`config.mk`:
```
export PLATFORM = sky130hd
export DESIGN_NAME = crossfade_ctrl
export DESIGN_NICKNAME = d
export VERILOG_FILES = /design/src/rtl/crossfade_pkg.sv /design/src/rtl/lerp.sv /design/src/rtl/crossfade_ctrl.sv
export SDC_FILE = /design/constraint.sdc
export NUM_CORES = 1
export LEC_CHECK = 0
export ABC_AREA = 1
export ABC_CLOCK_PERIOD_IN_PS = 18900
export CAP_MARGIN = 20
export CORE_MARGIN = 4
export CORE_UTILIZATION = 42
export DETAILED_ROUTE_END_ITERATION = 16
export DONT_BUFFER_PORTS = 1
export GPL_ROUTABILITY_DRIVEN = 0
export PLACE_DENSITY = 0.58
export RECOVER_POWER = 100
export SKIP_LAST_GASP = 1
export SYNTH_ARGS = -nofsm -noshare
export SYNTH_HDL_FRONTEND = slang
export SYNTH_SLANG_ARGS = --single-unit
export TNS_END_PERCENT = 50
```
`constraint.sdc`:
```
create_clock -name clk -period 18.9 [get_ports clk]
set_input_delay 5.67 -clock clk [delete_from_list [all_inputs] [get_ports clk]]
set_output_delay 5.67 -clock clk [all_outputs]
set_load 0.02 [all_outputs]
```
`src/rtl/crossfade_pkg.sv`:
```
// Shared types and default widths for the crossfade sequencer.
// Build option: CROSSFADE_RETRIGGER_EN lets start restart a fade that is in progress.
package crossfade_pkg;

  typedef enum logic [1:0] {
    IDLE = 2'd0,
    RAMP = 2'd1,
    HOLD = 2'd2
  } crossfade_state_e;

  localparam int DEFAULT_DATA_BITS       = 16;
  localparam int DEFAULT_RATIO_FRAC_BITS = 8;
  localparam int DEFAULT_ACC_BITS        = 24;

endpackage

```
`src/rtl/lerp.sv`:
```
// Combinational linear interpolator: out = (ina*r + inb*(2^F - r)) >> F, truncated.
// Ratio 0 returns inb exactly; the largest ratio reaches (2^F-1)/2^F of the way to ina.
module lerp #(
  parameter int INPUT_BITS      = 16,
  parameter int RATIO_FRAC_BITS = 8
) (
  input  logic [INPUT_BITS-1:0]      ina_i,
  input  logic [INPUT_BITS-1:0]      inb_i,
  input  logic [RATIO_FRAC_BITS-1:0] ratio_i,
  output logic [INPUT_BITS-1:0]      out_o
);

  // Sum of both weighted terms never exceeds (2^INPUT_BITS-1)*2^RATIO_FRAC_BITS.
  localparam int PW = INPUT_BITS + RATIO_FRAC_BITS;

  logic [RATIO_FRAC_BITS:0] inv_ratio;
  logic [PW-1:0]            wa;
  logic [PW-1:0]            wb;
  logic [PW-1:0]            mix;

  assign inv_ratio = {1'b1, {RATIO_FRAC_BITS{1'b0}}} - {1'b0, ratio_i};
  assign wa        = PW'(ina_i) * PW'(ratio_i);
  assign wb        = PW'(inb_i) * PW'(inv_ratio);
  assign mix       = wa + wb;
  assign out_o     = INPUT_BITS'(mix >> RATIO_FRAC_BITS);

endmodule

```
`src/rtl/crossfade_ctrl.sv`:
```
// Per-sample crossfade sequencer driving a lerp from src_in to dst_in; one-clock output latency.
// Build option: CROSSFADE_RETRIGGER_EN makes start during RAMP restart the fade.
module crossfade_ctrl
  import crossfade_pkg::*;
#(
  parameter int DATA_BITS       = DEFAULT_DATA_BITS,
  parameter int RATIO_FRAC_BITS = DEFAULT_RATIO_FRAC_BITS,
  parameter int ACC_BITS        = DEFAULT_ACC_BITS
) (
  input  logic                 clk,
  input  logic                 reset,
  input  logic                 sample_tick,
  input  logic                 start,
  input  logic                 abort,
  input  logic [ACC_BITS-1:0]  step,
  input  logic [DATA_BITS-1:0] src_in,
  input  logic [DATA_BITS-1:0] dst_in,
  output logic [DATA_BITS-1:0] out,
  output logic                 out_valid,
  output logic                 busy,
  output logic                 done
);

  crossfade_state_e     state_q, state_d;
  logic [ACC_BITS-1:0]  acc_q, acc_d;
  logic [DATA_BITS-1:0] out_q, out_d;
  logic                 out_valid_q;
  logic                 busy_q;
  logic                 done_q, done_d;
  logic [ACC_BITS:0]    sum;
  logic [DATA_BITS-1:0] lerp_out;

  lerp #(
    .INPUT_BITS      (DATA_BITS),
    .RATIO_FRAC_BITS (RATIO_FRAC_BITS)
  ) u_lerp (
    .ina_i   (dst_in),
    .inb_i   (src_in),
    .ratio_i (acc_q[ACC_BITS-1 -: RATIO_FRAC_BITS]),
    .out_o   (lerp_out)
  );

  assign sum = {1'b0, acc_q} + {1'b0, step};

  always_comb begin
    state_d = state_q;
    acc_d   = acc_q;
    out_d   = out_q;
    done_d  = 1'b0;

    // The tick's sample always reflects the state and acc held before this edge.
    if (sample_tick) begin
      case (state_q)
        RAMP:    out_d = lerp_out;
        HOLD:    out_d = dst_in;
        default: out_d = src_in;
      endcase
    end

    if (abort) begin
      state_d = IDLE;
      acc_d   = '0;
    end else if (start && state_q != RAMP) begin
      state_d = RAMP;
      acc_d   = '0;
`ifdef CROSSFADE_RETRIGGER_EN
    end else if (start) begin
      acc_d   = '0;
`endif
    end else if (sample_tick && state_q == RAMP) begin
      if (sum[ACC_BITS]) begin
        state_d = HOLD;
        acc_d   = '0;
        done_d  = 1'b1;
      end else begin
        acc_d   = sum[ACC_BITS-1:0];
      end
    end
  end

  always_ff @(posedge clk or posedge reset) begin
    if (reset) begin
      state_q     <= IDLE;
      acc_q       <= '0;
      out_q       <= '0;
      out_valid_q <= 1'b0;
      busy_q      <= 1'b0;
      done_q      <= 1'b0;
    end else begin
      state_q     <= state_d;
      acc_q       <= acc_d;
      out_q       <= out_d;
      out_valid_q <= sample_tick;
      busy_q      <= (state_d == RAMP);
      done_q      <= done_d;
    end
  end

  assign out       = out_q;
  assign out_valid = out_valid_q;
  assign busy      = busy_q;
  assign done      = done_q;

endmodule

```
==> results by group <==
Clock tree
  – Total CTS buffers: 5
  – Clock sink total: 45
  – Worst-skew pair later-pin latency: 0.29 ns
  – Max Buffers Root-to-Sink: 2
  – Post-cts sizing count: 0
  – Clock slew at reported path FFs: 0.07 ns
  – CTS tree: done
  – Root cell of the clock tree: clkbuf_16
  – Level count of the clock H-tree: 2
  – Post-CTS Hold Buffers: 0
  – Post-CTS setup buffers: 0

Route
  – Residual DRC: 0
  – Via density: 5.042
  – Via count: 10390
  – ANT nets after route: 0
  – Wire per inst: 16.60 um
  – Drt pass-1 iters: 5
  – Total wire length: 34200 um
  – Initial detailed-routing violation count: 659

Pwr
  – Switch Pwr: 0.0005106 W
  – Internal power: 0.0004241 W
  – Pwr/cell area: 72.43 nW/um^2
  – Logic pwr share: 0.761
  – Flop pwr share: 0.129
  – Switching part of the total power: 0.5463
  – Max IR drop VDD: 0.04714 mV
  – Clock power frac: 0.110
  – Leak pwr: 7.359 nW

Logic synthesis
  – Sequential element share of the synthesized area: 0.09009
  – Mapped Area: 12500 um^2
  – Syn_area_per_cell: 7.280 um^2
  – Yosys top cell by area: fa_1
  – Top cells by area, synth: fa_1, nand2_1, inv_1
  – Post-synth cell types: 44
  – Mapped Cells: 1717
  – Post-synthesis compound-gate area fraction: 0.06697
  – Syn. warnings: 0
  – Synth Area in Simple Gates: 0.2265
  – Main combinational cell family by area after synthesis: adder cells
  – Seq cells post-synth: 45
  – Mux contribution to synthesized area: 0
  – Syn_nets: 2095
  – Share of the synthesized area in the top cell type: 0.3524
  – Xor/xnor cell area share of the yosys netlist: 0.01542
  – Post-synthesis adder-cell area fraction: 0.4494

Run
  – # Max-Cap Violations: 1

Timing
  – Min Tclk post-route: 10.46 ns
  – Fin Hold WS: 0.4947 ns
  – Final setup vio count: 0
  – Setup TNS: 0 ns
  – Final setup skew: 0.008327 ns
  – Final period utilization: 0.5533
  – Max Fclk: 95.63 MHz
  – RSZ-0062 raised after global routing: false
  – Slew Viols, Final: 39
  – Final hold violation count: 0
  – Tightest Pin Transition: 2.256 ns
  – Slew margin rel.: -0.5042

Floorplan
  – Die Ht: 180.5 um
  – Row Count: 62
  – # IOs: 80
  – Starting Density: 0.4308
  – Die area: 32580 um^2
  – Core Area: 29010 um^2
  – Die Wd: 180.5 um

Worst setup path
  – Buf/Inv on CP: 5
  – CP dominant cell by count: nand2_1
  – Reg-to-Reg Start: acc_q[16]
  – R2R setup slack: 11.29 ns
  – CP startpoint kind: input port
  – Setup crit end kind: register
  – Crit Path Category: in -> reg
  – Critical path fanouts, max: 6
  – Reg2reg end: out[11]
  – WP data arrival: 10.64 ns
  – Worst EP required: 19.09 ns
  – Largest stage delay on the critical path: 0.52 ns
  – Reg2Reg Depth: 31
  – Crit-path cells: inv_1 -> nor2_1 -> fa_1 -> inv_1 -> fa_1 -> inv_1 -> fa_1 -> fa_1 -> fa_1 -> inv_1 -> fa_1 -> inv_1 -> ha_1 -> nand2_1 -> nor2_1 -> nand2_1 -> nor2_1 -> nand2_1 -> nand3_1 -> nand2_1 -> nand3_1 -> nand2_1 -> nand2_1 -> nand2_1
  – Slowest cell on the critical path: fa_1
  – Cell family with most CP delay: adder cells

Min path
  – Worst hold path type: reg -> reg
  – Hold Path Origin: acc_q[9]
  – Worst hold endpoint: acc_q[9]
  – WHS Path Cells: 2

Placed design
  – Dpl cells: 2051
  – Port bufs: 0
  – Hpwl dp: 29040 um

Finish
  – Layout area overhead: 3.243%
  – Layout cells sized above 1: 0.02506
  – Ant. Diodes: 0
  – Final Net Count: 2053
  – Non-Filler Instances: 2060

Global route
  – Vias in the first global route: 10770
  – Grt ovf: 0
  – Largest net degree at the start of global routing: 46
  – Total GRT Usage: 0.2147
  – First-pass GRT wire length: 56720 um
  – Initial antenna violation count: 1

Run status
  – Failing checks: capacitance limit, slew limit
  – Outcome: complete, but fails checks
## kinds of logic after synthesis
| family | after synthesis |
|---|---|
| xor+xnor | 22 |
| flops | 45 |
| simple gates | 694 |
| fa+ha+maj | 317 |
| buf+inv | 494 |
| compound gates | 145 |
## worst max path at each step
| stage | from | endpoint | slack (ns) | cells after the start |
|---|---|---|---|---|
| 2_1_floorplan | dst_in[9] | out[11] | 8.41 | 24 |
| 3_3_place_gp | dst_in[10] | out[11] | 8.19 | 23 |
| 3_5_place_dp | dst_in[11] | out[15] | 8.18 | 25 |
| 4_1_cts | src_in[4] | out[15] | 8.47 | 24 |
| 5_1_grt | src_in[4] | out[11] | 8.10 | 23 |
| 6_report | src_in[4] | out[15] | 8.44 | 24 |
## layout by cell type (no fill, tap or decap), types with 3 or more instances in the layout
master	Yosys	layout
nand4_1	15	15
a21o_1	3	3
dfrtp_1	45	45
clkbuf_16	0	5
nor2_2	4	4
nor3_1	7	7
nand2_1	485	489
o211ai_1	4	4
o21ai_1	7	5
a21oi_2	5	4
xnor2_1	15	15
ha_1	97	97
a21oi_1	72	73
nand3_1	47	48
nor2_1	110	110
o21bai_1	7	7
nor3_2	4	4
o21ai_0	32	43
xor2_1	7	7
fa_1	220	220
nand3_2	4	3
inv_1	429	430
buf_4	2	10
## metal layers
layer | GRT usage | part of all wire
met1 | 0.3017 | 0.45
met2 | 0.3557 | 0.47
met3 | 0.02665 | 0.061
met4 | 0.05172 | 0.025
met5 | 0 | 0
## worst register-to-register path, delay by kind of cell, from the launching register on
kind,cells,cell delay (ns)
buffers and inverters,8,1.24
flip-flops,1,0.81
AO/OA/AOI/OAI,1,0.10
adder cells (fa/ha/maj),8,3.57
AND/OR/NAND/NOR,14,1.80
## sequential cells by signal, indices dropped and copies added, names as in the netlist
register	cells
acc_q	24
busy	1
done	1
out	16
out_valid	1
state_q	2
## Yosys cell counts (all sizes together)
| cell type | n |
|---|---|
| dfrtp | 45 |
| nand2 | 490 |
| a211oi | 2 |
| a31oi | 1 |
| a21boi | 1 |
| and2 | 1 |
| nor4 | 2 |
| o22ai | 2 |
| or2 | 4 |
| nand3b | 1 |
| fa | 220 |
| clkinv | 1 |
| nand4 | 15 |
| nand3 | 51 |
| nor2 | 116 |
| o211ai | 4 |
| buf | 25 |
| clkbuf | 36 |
| ha | 97 |
| o21ai | 48 |
| o21bai | 7 |
| a21o | 3 |
| xor2 | 7 |
| and3 | 2 |
| nand2b | 1 |
| xnor2 | 15 |
| a21oi | 77 |
| nor3 | 11 |
| inv | 432 |
## power by group through the flow
stage	Sequential, W	Combinational [W]	Clock, W
CTS	0.000121	0.000716	0.000105
detailed placement	0.000123	0.000711	0
global route	0.000122	0.000819	0.000110
floorplan	0.000119	0.000541	0
global placement	0.000123	0.000704	0
finish	0.000121	0.000711	0.000103
## per-stage QoR
| step | total power (W) | area, um^2 | setup slack [ns] | utilization |
|---|---|---|---|---|
| after floorplan | 0.0006602 | 12500 | 8.407 | - |
| after global placement | 0.0008270 | 12790 | 8.185 | 0.4410 |
| final | 0.0009347 | 12900 | 8.443 | 0.4448 |
| after CTS | 0.0009425 | 12960 | 8.470 | 0.4468 |
| after global routing | 0.001050 | 12900 | 8.100 | 0.4448 |
| after detailed placement | 0.0008332 | 12790 | 8.176 | 0.4410 |
## cell type report
cell class,instances,area [um^2]
Timing Repair Buffer,12,82.58
Tap cell,384,480.5
Inverter,433,1625
Multi-Input combinational cell,1178,9422
Clock inverter,3,43.79
Clock buffer,5,125.1
Fill cell,3060,16110
Sequential cell,45,1126
No activity file was read; power rests on OpenSTA's default activity.
